==> src/rtl/hazard_pkg.sv <==
// Shared definitions for the forwarding / hazard unit.
//   DW_DEF, AW_DEF  : default data and register-address widths
//   FWD_RF          : fwd_sel code meaning "register file value"
//   FWD_STAGE_BASE  : fwd_sel code for stage 0; stage k is FWD_STAGE_BASE + k
//   shadow_entry_t  : one tracked in-flight instruction {v, we, load, dest}
package hazard_pkg;

    localparam int DW_DEF         = 32;
    localparam int AW_DEF         = 5;
    localparam int FWD_RF         = 0;
    localparam int FWD_STAGE_BASE = 1;

    // dest is sized by AW_DEF, so the unit's AW parameter must not exceed it.
    typedef struct packed {
        logic              v;
        logic              we;
        logic              load;
        logic [AW_DEF-1:0] dest;
    } shadow_entry_t;

endpackage

==> src/rtl/fwd_port_sel.sv <==
// Per-read-port forwarding select.
//   rs          : source register address for this port
//   st_wr_v     : per stage, entry valid and writes a register
//   st_load     : per stage, entry is a load
//   st_dest     : per stage destination, stage k at [k*AW +: AW]
//   stage_data  : per stage result, stage k at [k*DW +: DW]
//   rf_data     : register file value for this port
//   data / sel  : forwarded operand and its source code
//   not_ready   : youngest producer is a load whose data is not yet available
module fwd_port_sel
    import hazard_pkg::*;
#(
    parameter int DW       = DW_DEF,
    parameter int AW       = AW_DEF,
    parameter int DEPTH    = 3,
    parameter int LOAD_RDY = 1,
    parameter int SELW     = 2
) (
    input  logic [AW-1:0]       rs,
    input  logic [DEPTH-1:0]    st_wr_v,
    input  logic [DEPTH-1:0]    st_load,
    input  logic [DEPTH*AW-1:0] st_dest,
    input  logic [DEPTH*DW-1:0] stage_data,
    input  logic [DW-1:0]       rf_data,
    output logic [DW-1:0]       data,
    output logic [SELW-1:0]     sel,
    output logic                not_ready
);

    // Walk from oldest to youngest so the youngest hit overrides everything
    // older, including an older ready producer behind a non-ready one.
    always_comb begin
        data      = rf_data;
        sel       = SELW'(FWD_RF);
        not_ready = 1'b0;
        for (int k = DEPTH - 1; k >= 0; k--) begin
            if (st_wr_v[k] && (st_dest[k*AW +: AW] == rs) && (rs != '0)) begin
                if (st_load[k] && (k < LOAD_RDY)) begin
                    data      = rf_data;
                    sel       = SELW'(FWD_RF);
                    not_ready = 1'b1;
                end else begin
                    data      = stage_data[k*DW +: DW];
                    sel       = SELW'(FWD_STAGE_BASE + k);
                    not_ready = 1'b0;
                end
            end
        end
    end

endmodule

==> src/rtl/fwd_hazard_unit.sv <==
// Forwarding and load-use hazard unit for the in-order pipeline.
//   clk, rst     : clock, asynchronous active-high reset
//   id_*         : instruction in ID (valid, sources, dest, write, load)
//   rf_rdata     : register file read data, port p at [p*DW +: DW]
//   stage_data   : result held in stage k, at [k*DW +: DW]
//   flush        : squash ID and EX
//   fwd_rdata    : forwarded operand per port
//   fwd_sel      : per port, 0 = register file, k+1 = stage k
//   stall        : hold PC/IF/ID, bubble into EX
//   issue        : ID instruction enters EX this cycle
//   stall_cnt    : saturating stall cycle counter
module fwd_hazard_unit
    import hazard_pkg::*;
#(
    parameter int DW       = DW_DEF,
    parameter int AW       = AW_DEF,
    parameter int NRP      = 2,
    parameter int DEPTH    = 3,
    parameter int LOAD_RDY = 1,
    parameter int SELW     = 2
) (
    input  logic                clk,
    input  logic                rst,
    input  logic                id_valid,
    input  logic [NRP*AW-1:0]   id_rs,
    input  logic                id_we,
    input  logic [AW-1:0]       id_rd,
    input  logic                id_is_load,
    input  logic [NRP*DW-1:0]   rf_rdata,
    input  logic [DEPTH*DW-1:0] stage_data,
    input  logic                flush,
    output logic [NRP*DW-1:0]   fwd_rdata,
    output logic [NRP*SELW-1:0] fwd_sel,
    output logic                stall,
    output logic                issue,
    output logic [31:0]         stall_cnt
);

    shadow_entry_t stage_q [DEPTH];
    shadow_entry_t stage0_d;

    logic [DEPTH-1:0]    st_wr_v;
    logic [DEPTH-1:0]    st_load;
    logic [DEPTH*AW-1:0] st_dest;
    logic [NRP-1:0]      port_not_ready;
    logic                raw_stall;

    always_comb begin
        st_wr_v = '0;
        st_load = '0;
        st_dest = '0;
        for (int k = 0; k < DEPTH; k++) begin
            st_wr_v[k]           = stage_q[k].v & stage_q[k].we;
            st_load[k]           = stage_q[k].load;
            st_dest[k*AW +: AW]  = stage_q[k].dest[AW-1:0];
        end
    end

    for (genvar p = 0; p < NRP; p++) begin : g_port
        fwd_port_sel #(
            .DW       (DW),
            .AW       (AW),
            .DEPTH    (DEPTH),
            .LOAD_RDY (LOAD_RDY),
            .SELW     (SELW)
        ) u_port_sel (
            .rs         (id_rs[p*AW +: AW]),
            .st_wr_v    (st_wr_v),
            .st_load    (st_load),
            .st_dest    (st_dest),
            .stage_data (stage_data),
            .rf_data    (rf_rdata[p*DW +: DW]),
            .data       (fwd_rdata[p*DW +: DW]),
            .sel        (fwd_sel[p*SELW +: SELW]),
            .not_ready  (port_not_ready[p])
        );
    end

    assign raw_stall = |port_not_ready;
    assign stall     = raw_stall & id_valid & ~flush;
    assign issue     = id_valid & ~stall & ~flush;

    always_comb begin
        stage0_d = '0;
        if (issue) begin
            stage0_d.v    = 1'b1;
            stage0_d.we   = id_we;
            stage0_d.load = id_is_load;
            stage0_d.dest = id_rd;
        end
    end

    always_ff @(posedge clk or posedge rst) begin
        if (rst) begin
            for (int k = 0; k < DEPTH; k++) begin
                stage_q[k] <= '0;
            end
            stall_cnt <= '0;
        end else begin
            stage_q[0] <= stage0_d;
            // A flush also kills the current EX occupant on its way to MEM.
            for (int k = 1; k < DEPTH; k++) begin
                stage_q[k] <= (flush && (k == 1)) ? '0 : stage_q[k-1];
            end
            if (stall && (stall_cnt != '1)) begin
                stall_cnt <= stall_cnt + 32'd1;
            end
        end
    end

endmodule

==> config.mk <==
export PLATFORM = sky130hd
export DESIGN_NAME = fwd_hazard_unit
export DESIGN_NICKNAME = d
export VERILOG_FILES = /design/src/rtl/hazard_pkg.sv /design/src/rtl/fwd_port_sel.sv /design/src/rtl/fwd_hazard_unit.sv
export SDC_FILE = /design/constraint.sdc
export NUM_CORES = 1
export LEC_CHECK = 0
export ABC_AREA = 1
export CELL_PAD_IN_SITES_DETAIL_PLACEMENT = 1
export CELL_PAD_IN_SITES_GLOBAL_PLACEMENT = 1
export CORE_AREA = 2 2 150 152
export CTS_BUF_LIST = sky130_fd_sc_hd__clkbuf_2
export DETAILED_ROUTE_END_ITERATION = 7
export DIE_AREA = 0 0 152 154
export PLACE_DENSITY_LB_ADDON = 0.1
export SYNTH_ARGS = -nofsm -noshare
export SYNTH_HDL_FRONTEND = slang
export SYNTH_SLANG_ARGS = --single-unit
==> constraint.sdc <==
create_clock -name clk -period 3.56 [get_ports clk]
set_input_delay 1.068 -clock clk [delete_from_list [all_inputs] [get_ports clk]]
set_output_delay 1.068 -clock clk [all_outputs]
set_load 0.005 [all_outputs]
# Word-level counts from Yosys, hierarchy flattened
# Index checks and enable logic that the tools add are counted.
[word_totals] regBits=54 in_bits=181 elab_cells=64 output_inout_bits=102
[op_classes] eq_ne=7 mux=20 n_reduce_logical=16 add_sub_neg=1 bitwise=9
[op_table] cell="two-way mux 32 bit" n=8
[op_table] cell="adder 32 x 1 -> 32 bit (second input constant)" n=1
[op_table] cell="inequality test 32 bit (second input constant)" n=1
[op_table] cell="== test 5 bit" n=6
[op_table] cell="two-way mux 8 bit" n=2
[op_table] cell="logical AND 1 bit" n=13
[op_table] cell="two-way mux 2 bit" n=6
[op_table] cell="nonzero test 5 bit" n=2
[op_table] cell="AND 1 bit" n=7
[op_table] cell="two-way mux 1 bit" n=4
[op_table] cell="NOT 1 bit" n=2
[op_table] cell="OR reduction 2 bit" n=1

# Depth between registers and ports, before layout
[depth] word_depth=11 mapped_depth=13 mapped_depth_nobuf=13

# Cells and area by module
# Synthesis repeated with hierarchy kept, for this count alone.
[unflattened] hier_cells=1084 hier_area_um2=6183.4
[by_module_without_submodules] mod="fwd_port_sel" area_each_um2=1629.1 cells_per_inst=345 seq_area_each_um2=0.0 n_inst=2
[by_module_without_submodules] mod="fwd_hazard_unit" area_each_um2=2925.3 cells_per_inst=394 seq_area_each_um2=1401.3 n_inst=1

# Worst setup path after synthesis
# Ideal clock, no wire load.
[synth_timing] path_type="input port to output port" from="in id_rs[7]" to="out fwd_rdata[57]" arrival_time_ns=2.061 setup_slack_ns=0.431 n_path_buf=2 cell_stages=10 t_required_ns=2.492 cell_sequence="xnor2_1 -> nand2_1 -> nor2_2 -> nand2_2 -> buf_4 -> buf_6 -> nand3_1 -> nand3b_1 -> nand2_1 -> inv_1"
[synth_via] elab_chain_cells=6 word_cells_on_any_way=13 cone_classes="3 x eq/ne; 3 x mux; 7 x reduce/logical"
[synth_lines] item="start: declaration" line="fwd_hazard_unit.sv:25" source="input logic [NRP*AW-1:0] id_rs,"
[synth_lines] item="== test 5 bit" line="fwd_port_sel.sv:37" source="if (st_wr_v[k] && (st_dest[k*AW +: AW] == rs) && (rs != '0)) begin"
[synth_lines] item="logical AND 1 bit (2 in a row)" line="fwd_port_sel.sv:37"
[synth_lines] item="two-way mux 32 bit (2 in a row)" line="fwd_port_sel.sv:37"
[synth_lines] item="two-way mux 32 bit *" line="fwd_port_sel.sv:37"
[synth_lines] item="end: declaration" line="fwd_hazard_unit.sv:32" source="output logic [NRP*DW-1:0] fwd_rdata,"
# Every way passes the cells marked *; elsewhere a longest branch is shown, timed or not.

# Worst setup path in the final report
[layout_timing] from="in id_rs[8]" to="out fwd_rdata[53]"
# Same word-level chain as after synthesis.

==> impl_metrics.tcl <==
set metrics [dict create \
    io_buffers 282 \
    seq_area_frac_synth_pct 20.3 \
    powerDensity_mw_per_mm2 134 \
    synth_fp_nets 1372 \
    cts_max_level 2 \
    grt_max_degree 40 \
    drt-total-wl_um 45500 \
    insertion_delay_ns 0.49 \
    p_leak_nw 6.29 \
    fin_util_pct 58.2 \
    ir_worst_vdd_mv 0.130 \
    yosys_warnings 0 \
    p_seq_share_pct 37.8 \
    dpl.hpwl_um 23000 \
    period_share_pct 109 \
    start_util_pct 30.7 \
    start_kind "input port" \
    cp_slowest_cell "xnor2_4" \
    finalSetupViolations 70 \
    ant_nets 0 \
    cts_root_buf "clkbuf_2" \
    slowest_delay_ns 0.19 \
    vias_per_cell 5.58 \
    finalMaxSlewViolations 0 \
    dieHeight_um 154 \
    synth_area_leaders "dfrtp_1 (20%), nand2_1 (18%), nand3_1 (18%)" \
    switching_share_pct 33.9 \
    cpMostUsedCell "buf_12" \
    track_usage_pct 32.3 \
    ios 283 \
    grt_pass1_wl_um 60100 \
    area_growth_pct 89.6 \
    setup_ws_ns -0.327 \
    end_kind "primary output" \
    post-route-drc-count 0 \
    holdCritPathClass "flip-flop to flip-flop" \
    cts_hold_buffers 0 \
    grt_antenna_before_repair 7 \
    rows 54 \
    fmax_mhz 257 \
    cap_violations 0 \
    yosysTopAreaCell "dfrtp_1" \
    final.min_clock_period_ns 3.89 \
    hold_viol 0 \
    drt_iter0_drc 676 \
    ys_types 33 \
    rsz0062_at_grt "true" \
    worst_pin_slew_ns 0.566 \
    vias 10307 \
    power.internal_mw 1.12 \
    syn_area_mm2 0.00666 \
    slew_headroom_pct 62.2 \
    crit_chain "buf_12, xnor2_4, nand2_1, nor2_2, buf_4, inv_4, nor2_4, buf_12, buf_12, buf_12, nand3_2, nand3b_1, nand2_1, inv_1, buf_2" \
    cts_tree "built" \
    clock_power_share_pct 19.6 \
    p_comb_share_pct 42.6 \
    dieArea_mm2 0.0234 \
    grt_overflow 0 \
    routedWlPerCell_um 24.6 \
    first_pass_iters 5 \
    worstPathArrival_ns 2.82 \
    cts_buffer_depth 2 \
    syn_avg_cell_area_um2 5.60 \
    drive_gt1_share_pct 29.4 \
    ys_ff_latch 54 \
    postSynthCellCount 1190 \
    numCtsBuffers 5 \
    synth_top_cell_area_share_pct 20.3 \
    finalSetupTns_ns -12.54 \
    grt_pass1_vias 10402 \
    outcome "finished, violations left" \
    gp_congestion 0.847 \
    skew_ns 0.0610 \
    required_ns 2.49 \
    worst-path-max-fanout 5 \
    clock_sinks 54 \
    violations "setup timing" \
    die_w_um 152 \
    core_mm2 0.0217 \
    clkTransAtPathRegs_ns 0.27 \
    crit_type "input port to primary output" \
    p_switching_mw 0.572 \
    nets 1743 \
]
-- path summary, 6_finish.rpt --
check                                  from            end  slack, ns  cells after the start
worst max-delay path               id_rs[8]  fwd_rdata[53]      -0.33                     15
worst min-delay path            stage_q[14]     stage_q[6]       0.44                      0
worst max register to register   st_dest[2]  stall_cnt[23]       0.95                     13
worst min register to register  stage_q[14]     stage_q[6]       0.44                      0
max in group asynchronous               rst  stall_cnt[27]       2.03                      3
min in group asynchronous               rst  stall_cnt[10]       0.93                      2
-- registers in the layout, summed over array words and instances (netlist names) --
signal     cells
st_dest       15
st_load        1
stage_q        6
stall_cnt     32
-- cell usage after synthesis --
master    count
nand4_1       8
buf_2        41
inv_2        11
o211ai_1      1
inv_1       195
buf_6         8
nor2_4        7
o21bai_1      1
buf_4         6
nand2_8       1
nand3_2       3
or2_1         2
nor2_2       14
and3_1        1
ha_1          1
nand3_4       2
inv_4         1
nor3_1        3
nand2_4       2
nand3_1     240
dfrtp_1      54
clkbuf_1     12
nand2_1     321
o21ai_1      22
xnor2_1      14
a21oi_1      71
nor2_1       92
nand3b_1     45
o21ai_0       1
nand2_2       4
xor2_1        4
nand4_2       1
clkinv_1      1
-- kinds of logic (layout without fill, tap and decap cells) --
family          Yosys count  after routing  synth area share [%]
flops                    54             54                  20.3
other cells               0              6                     0
simple gates            746            746                  52.3
compound gates           96             96                  7.29
buf+inv                 275            647                  17.5
fa+ha+maj                 1              1                 0.188
xor+xnor                 18             18                  2.37
-- repair_timing --
item	in CTS	in global routing
pin swaps	137	108
gates cloned	26	9
setup endpoints to repair	70	70
setup buffers	66	12
gates resized for setup	554	117
-- area by class of cell --
class,instances,area [um2]
inverter,208,832
antenna,6,15.0
clock inverter,2,33.8
fill,2732,9060
clock buffer,6,30.0
multi-input combinational,861,5040
tap,280,350
timing repair buffer,431,4970
sequential,54,1360
-- power groups by stage --
| stage | clock network (mW) | registers, mW | logic, mW |
|---|---|---|---|
| 2_1_floorplan | 0 | 0.638 | 0.197 |
| 3_3_place_gp | 0 | 0.644 | 0.565 |
| 3_5_place_dp | 0 | 0.644 | 0.571 |
| 4_1_cts | 0.336 | 0.635 | 0.626 |
| 5_1_grt | 0.358 | 0.640 | 0.761 |
| 6_report | 0.332 | 0.639 | 0.719 |
-- per-stage QoR --
| stage | instance area [um2] | std cells | hold WS [ns] | setup slack [ns] | power (mW) |
|---|---|---|---|---|---|
| 5_1_grt | 12600 | 1848 | 0.442 | -0.387 | 1.76 |
| 6_report | 12600 | 1848 | 0.436 | -0.327 | 1.69 |
| 4_1_cts | 11800 | 1825 | 0.418 | -0.0959 | 1.60 |
| 2_1_floorplan | 6660 | 1190 | 0.354 | 0.431 | 0.835 |
| 3_5_place_dp | 10000 | 1730 | 0.366 | -0.836 | 1.21 |
| 3_3_place_gp | 10000 | 1730 | 0.357 | -0.799 | 1.21 |
-- critical path: cells and delay by family --
| kind | cells | cell delay [ns] |
|---|---|---|
| xor gates and xnor gates | 1 | 0.19 |
| buffers and inverters | 8 | 0.90 |
| and+or+nand+nor | 6 | 0.65 |
-- metal layers --
metal / wire length [um] / vias to the layer above / track usage, %
li1: - / 4514 / -
met4: 3250 / 2 / 14.5
met1: 17400 / 4959 / 38.8
met2: 21200 / 600 / 56.8
met3: 3570 / 232 / 5.30
met5: 13 / - / 0
-- layout by cell type, fill, tap and decap left out, types with 25 or more instances in the layout --
master	count
buf_16	25
clkdlybuf4s50_1	202
nand3b_1	45
dfrtp_1	53
nand3_1	160
buf_6	52
buf_4	33
buf_2	63
nor2_1	89
nand3_2	72
inv_1	177
nand2_2	49
a21oi_1	65
nand2_1	264
buf_12	38
Power figures use the tool's default switching activity.
